`src/rtl/disp_chan_sched.sv`:
```
// Round-robin arbiter for display channel 0 plus the channel-select scanner.
// Optional macro SCHED_SNAP_EN: a grant in auto mode snaps Test to channel 0.
module disp_chan_sched #(
  parameter int unsigned DWELL = 50000000
) (
  input  logic         clk,
  input  logic         rst,
  input  logic         auto_en,
  input  logic [2:0]   man_sel,
  input  logic [7:0]   chan_mask,
  input  logic [3:0]   req,
  input  logic [127:0] req_data,
  input  logic [31:0]  req_les,
  input  logic [31:0]  req_point,
  output logic [3:0]   gnt,
  output logic         EN,
  output logic [31:0]  Data0,
  output logic [7:0]   les0,
  output logic [7:0]   point0,
  output logic [2:0]   Test,
  output logic         busy
);

  localparam logic [31:0] DWELL_LAST = 32'(DWELL - 1);

  typedef enum logic [1:0] {
    IDLE  = 2'd0,
    GRANT = 2'd1,
    GAP   = 2'd2
  } state_e;

  state_e      state_q, state_d;
  logic [1:0]  rr_q, rr_d;
  logic [3:0]  gnt_q, gnt_d;
  logic        en_q, en_d;
  logic [31:0] data0_q, data0_d;
  logic [7:0]  les0_q, les0_d;
  logic [7:0]  point0_q, point0_d;
  logic [2:0]  test_q, test_d;
  logic [31:0] cnt_q, cnt_d;
  logic        busy_q, busy_d;

  logic        grant_fire;
  logic [1:0]  win;
  logic        dwell_done;

  // First requester found walking upward from ptr, wrapping modulo 4.
  function automatic logic [1:0] rr_pick(input logic [3:0] r, input logic [1:0] ptr);
    logic [1:0] w;
    logic [1:0] idx;
    w = ptr;
    for (int i = 3; i >= 0; i--) begin
      idx = ptr + 2'(i);
      if (r[idx]) w = idx;
    end
    return w;
  endfunction

  // Next enabled channel above cur (cur itself last); 0 when nothing is enabled.
  function automatic logic [2:0] next_chan(input logic [2:0] cur, input logic [7:0] mask);
    logic [2:0] n;
    logic [2:0] idx;
    n = 3'd0;
    for (int i = 8; i >= 1; i--) begin
      idx = cur + 3'(i);
      if (mask[idx]) n = idx;
    end
    return n;
  endfunction

  assign grant_fire = (state_q == IDLE) && (|req);
  assign win        = rr_pick(req, rr_q);
  assign dwell_done = (cnt_q == DWELL_LAST);

  always_ff @(posedge clk) begin
    if (rst) state_q <= IDLE;
    else     state_q <= state_d;
  end

  always_comb begin
    state_d = state_q;
    case (state_q)
      IDLE:    if (|req) state_d = GRANT;
      GRANT:   state_d = GAP;
      GAP:     state_d = IDLE;
      default: state_d = IDLE;
    endcase
  end

  always_comb begin
    gnt_d    = '0;
    en_d     = 1'b0;
    rr_d     = rr_q;
    data0_d  = data0_q;
    les0_d   = les0_q;
    point0_d = point0_q;
    busy_d   = (state_d != IDLE);
    if (grant_fire) begin
      gnt_d    = 4'b0001 << win;
      en_d     = 1'b1;
      rr_d     = win + 2'd1;
      data0_d  = req_data[{win, 5'd0} +: 32];
      les0_d   = req_les[{win, 3'd0} +: 8];
      point0_d = req_point[{win, 3'd0} +: 8];
    end
  end

  // Channel select: manual follows man_sel, auto walks the enabled mask.
  always_comb begin
    test_d = test_q;
    cnt_d  = cnt_q;
    if (!auto_en) begin
      test_d = man_sel;
      cnt_d  = '0;
    end else if (dwell_done) begin
      test_d = next_chan(test_q, chan_mask);
      cnt_d  = '0;
    end else begin
      cnt_d  = cnt_q + 32'd1;
    end
`ifdef SCHED_SNAP_EN
    if (auto_en && grant_fire) begin
      test_d = 3'd0;
      cnt_d  = '0;
    end
`endif
  end

  always_ff @(posedge clk) begin
    if (rst) begin
      rr_q     <= 2'd0;
      gnt_q    <= 4'd0;
      en_q     <= 1'b0;
      data0_q  <= 32'h0000_0000;
      les0_q   <= 8'hFF;
      point0_q <= 8'h00;
      test_q   <= 3'd0;
      cnt_q    <= 32'd0;
      busy_q   <= 1'b0;
    end else begin
      rr_q     <= rr_d;
      gnt_q    <= gnt_d;
      en_q     <= en_d;
      data0_q  <= data0_d;
      les0_q   <= les0_d;
      point0_q <= point0_d;
      test_q   <= test_d;
      cnt_q    <= cnt_d;
      busy_q   <= busy_d;
    end
  end

  assign gnt    = gnt_q;
  assign EN     = en_q;
  assign Data0  = data0_q;
  assign les0   = les0_q;
  assign point0 = point0_q;
  assign Test   = test_q;
  assign busy   = busy_q;

endmodule

```
`config.mk`:
```
export PLATFORM = sky130hd
export DESIGN_NAME = disp_chan_sched
export DESIGN_NICKNAME = d
export VERILOG_FILES = /design/src/rtl/disp_chan_sched.sv
export SDC_FILE = /design/constraint.sdc
export NUM_CORES = 1
export LEC_CHECK = 0
export BUFFER_PORTS_ARGS = -buffer_cell sky130_fd_sc_hd__buf_2
export CORE_ASPECT_RATIO = 1.5
export CORE_MARGIN = 3
export CORE_UTILIZATION = 30
export DETAILED_ROUTE_END_ITERATION = 12
export GPL_ROUTABILITY_DRIVEN = 1
export PLACE_DENSITY = 0.54
export SLEW_MARGIN = 20
export SYNTH_ARGS = -nofsm -noshare
export SYNTH_HDL_FRONTEND = slang
export SYNTH_SLANG_ARGS = --single-unit
```
`constraint.sdc`:
```
create_clock -name clk -period 7.15 [get_ports clk]
set_clock_uncertainty 0.15 [all_clocks]
set_input_delay 1.7875 -clock clk [delete_from_list [all_inputs] [get_ports clk]]
set_output_delay 1.7875 -clock clk [all_outputs]
set_load 0.05 [all_outputs]
```
==> metrics.md <==
| Metric | Value |
|---|---|
| Mean post-synth cell area | 8.60 sq um |
| Gr usage total | 17.8% |
| Die width | 121 um |
| Hold Crit Class | flip-flop to flip-flop |
| Reg-to-reg startpoint | Test[1] |
| HPWL Detailed | 15700 um |
| Antenna violations before repair | 1 |
| Vias | 6133 |
| WHS Path Cells | 1 |
| Startpoint Class | flip-flop |
| VDD IR max | 0.000123 V |
| DRT Wirelength | 20400 um |
| Die Span Y | 179 um |
| Root Driver | clkbuf_16 |
| Sink Count | 93 |
| Core area | 19400 sq um |
| HP Start | state_q[1] |
| Data required time of the critical path | 7.28 ns |
| Final period util | 62.0% |
| 1st-pass router iterations | 6 |
| Synth Register Bits | 93 |
| Number of global-route vias before repair | 5893 |
| Mapped cell area | 5980 sq um |
| Hold endpoint | state_q[1] |
| Largest stage delay, worst path | 0.81 ns |
| Leak pwr | 3.43 nW |
| CP endpoint kind | flip-flop |
| Gp weighted congestion | 0.807 |
| PortBufs | 266 |
| Vias per std cell | 5.16 |
| DR WL/cell | 17.2 um |
| Fillers | 2049 |
| DR iter-0 viols | 349 |
| PostCTS Resize Cnt | 0 |
| Final Hold Fails | 0 |
| Crit path cell chain | clkinv_1 -> ha_1 -> nor2b_1 -> a211oi_1 -> a221oi_2 -> or4_1 -> a21oi_1 -> o21ai_0 -> a21oi_1 |
| Synth cell types | 66 |
| Initial Util | 30.8% |
| # IOs | 267 |
| Post-synth ARST share | 0% |
| Final setup fails | 0 |
| Yosys warnings | 0 |
| Detailed-route DRC error count | 0 |
| Dominant synthesized flop cell | dfxtp_1 |
| CP arrival | 4.56 ns |
| Area Overhead vs Synth | 30.7% |
| Pin count of the biggest net entering global routing | 59 |
| CTS tree | yes |
| Max Fanout on Critical Path | 21 |
| Reg2reg setup slack | 2.71 ns |
| Reg2Reg Depth | 9 |
| Final Critical Period | 4.44 ns |
| Sequential share of the synthesized area | 31.1% |
| Hold Buf Count CTS | 0 |
| DIE AREA | 21700 sq um |
| Crit Path Class | flip-flop to flip-flop |
| Synthesized instance count | 695 |
| Syn_nets | 908 |
| Fin Setup TNS | 0 ns |
| Cell Pwr Density | 264 nW/um^2 |
| Later-pin clock latency in the skew report | 0.35 ns |
| Hold_ws | 0.285 ns |
| Post-CTS Setup Bufs | 0 |
| Max_cap viols | 0 |
| Status | completed |
| Clock-pin slew on the worst setup and hold paths | 0.07 ns |
| Share of layout cells above drive strength 1 | 34.6% |
| Nets | 1139 |
| Htree depth | 3 |
| Crit-path most repeated cell | a21oi_1 |
| Fmax | 225 MHz |
| Slew Viols, Final | 0 |
| Least-Margin Pin Slew | 1.05 ns |
| Global-route wire length before repair | 30700 um |
| EDFF count, synth | 0 |
| Critical-path top delay cell | ha_1 |
| Total CTS buffers | 9 |
| Reg2Reg Capture Point | Test[1] |
| Row count | 62 |
| RSZ-0062 raised after global routing | false |
| Global route overflow | 0 |
| Dpl ws | 2.66 ns |
| Worst-case clock buffer depth | 2 |
| Slew margin rel. | 29.5% |
| Antenna-violating nets left | 0 |
| Setup slack after layout | 2.71 ns |
[report_power, final]
part	leakage (nW)	internal, W	switching, W
clock network	0.138	0.000251	0.000225
registers	0.764	0.000579	0.0000438
logic	2.53	0.000354	0.000608
[flip-flops by register name, summed over array words and instances (netlist names)]
| name | flops |
|---|---|
| Data0 | 32 |
| EN | 1 |
| busy | 1 |
| les0 | 8 |
| gnt | 4 |
| cnt_q | 32 |
| state_q | 2 |
| Test | 3 |
| rr_q | 2 |
| point0 | 8 |
[worst max-delay path: cells and delay by family (launching register included)]
kind                     cells  cell delay (ns)
flip-flops                   1             0.77
AND/OR/NAND/NOR              2             0.74
adder cells (fa/ha/maj)      1             0.81
AO/OA/AOI/OAI                5             1.40
buffers and inverters        1             0.47
[placed cells by master, fill, tap and decap left out, types with 7 or more instances in the layout]
cell         n
and3_1      13
a32o_1      40
dfxtp_1     93
a21oi_1     16
and2_1      10
inv_1       10
buf_2      266
mux4_2       8
nand3_1     13
nand4_1      7
o311ai_0     8
o21ai_0     12
a211oi_1    10
mux2_2       8
clkbuf_16    9
xor2_1      18
nor2_1      46
mux2i_1     95
nand2_1    137
[cell usage after synthesis (4+ instances only)]
cell | number | area [sq um]
or3_1 | 7 | 43.8
xor2_1 | 18 | 158
mux4_2 | 8 | 180
xnor2_1 | 6 | 52.6
clkbuf_1 | 36 | 135
a211oi_1 | 10 | 75.1
a32o_1 | 40 | 400
nor2_1 | 47 | 176
a211o_1 | 5 | 43.8
and3_1 | 13 | 81.3
mux2i_1 | 95 | 951
dfxtp_1 | 93 | 1860
nand3_1 | 13 | 65.1
mux2_2 | 8 | 90.1
nand2_1 | 137 | 514
a21oi_1 | 18 | 90.1
nand4_1 | 7 | 43.8
nor3_1 | 6 | 30.0
buf_1 | 9 | 33.8
o311ai_0 | 8 | 70.1
nand2b_1 | 4 | 25.0
nor4_1 | 5 | 31.3
and2_1 | 11 | 68.8
o21ai_0 | 12 | 60.1
buf_2 | 4 | 20.0
inv_1 | 10 | 37.5
[how the worst max path moves through the flow]
stage,start,end,depth (start not counted)
2_1_floorplan,chan_mask[5],Test[1],8
3_3_place_gp,req[1],point0[6],8
3_5_place_dp,req[1],Data0[5],8
4_1_cts,Test[1],Test[1],9
5_1_grt,Test[1],Test[1],9
6_report,Test[1],Test[1],9
[cells by family (layout without fill, tap and decap cells)]
family	Yosys count	count (layout)	share of synthesized area, %
AND/OR/NAND/NOR	268	268	20.6
AO/OA/AOI/OAI	129	129	17.7
multiplexers	112	112	20.9
flip-flops	93	93	31.1
buffers and inverters	63	299	4.35
XOR/XNOR	27	27	4.71
adder cells (fa/ha/maj)	3	3	0.628
other	0	1	0
[layout make-up]
| class | instances | area, sq um | area share, % |
|---|---|---|---|
| diodes | 1 | 2.50 | 0.0320 |
| clock buffers | 10 | 239 | 3.06 |
| clock inverters | 6 | 52.6 | 0.672 |
| inverters | 11 | 41.3 | 0.528 |
| multi-input cells | 539 | 3890 | 49.8 |
| flip-flops and latches | 93 | 1860 | 23.8 |
| well taps | 256 | 320 | 4.10 |
| repair buffers | 272 | 1410 | 18.0 |
[layer usage]
metal / part of all wire [%] / vias up / wire length, um / global-route usage (%)
li1: - / 3017 / - / -
met1: 39 / 2863 / 8000 / 20.9
met2: 50 / 225 / 10200 / 30.7
met3: 8.8 / 26 / 1790 / 6.31
met4: 2.0 / 2 / 406 / 5.14
met5: 0.054 / - / 11 / 0
[per-stage QoR]
step	total power (W)	instances	utilization, %	instance area [sq um]
floorplan	0.00134	695	-	5980
CTS	0.00208	1186	40.1	7780
detailed placement	0.00160	1170	38.6	7490
finish	0.00206	1188	40.3	7820
global placement	0.00160	1170	38.6	7490
global route	0.00218	1187	40.3	7810
(Power assumes the default switching activity.)
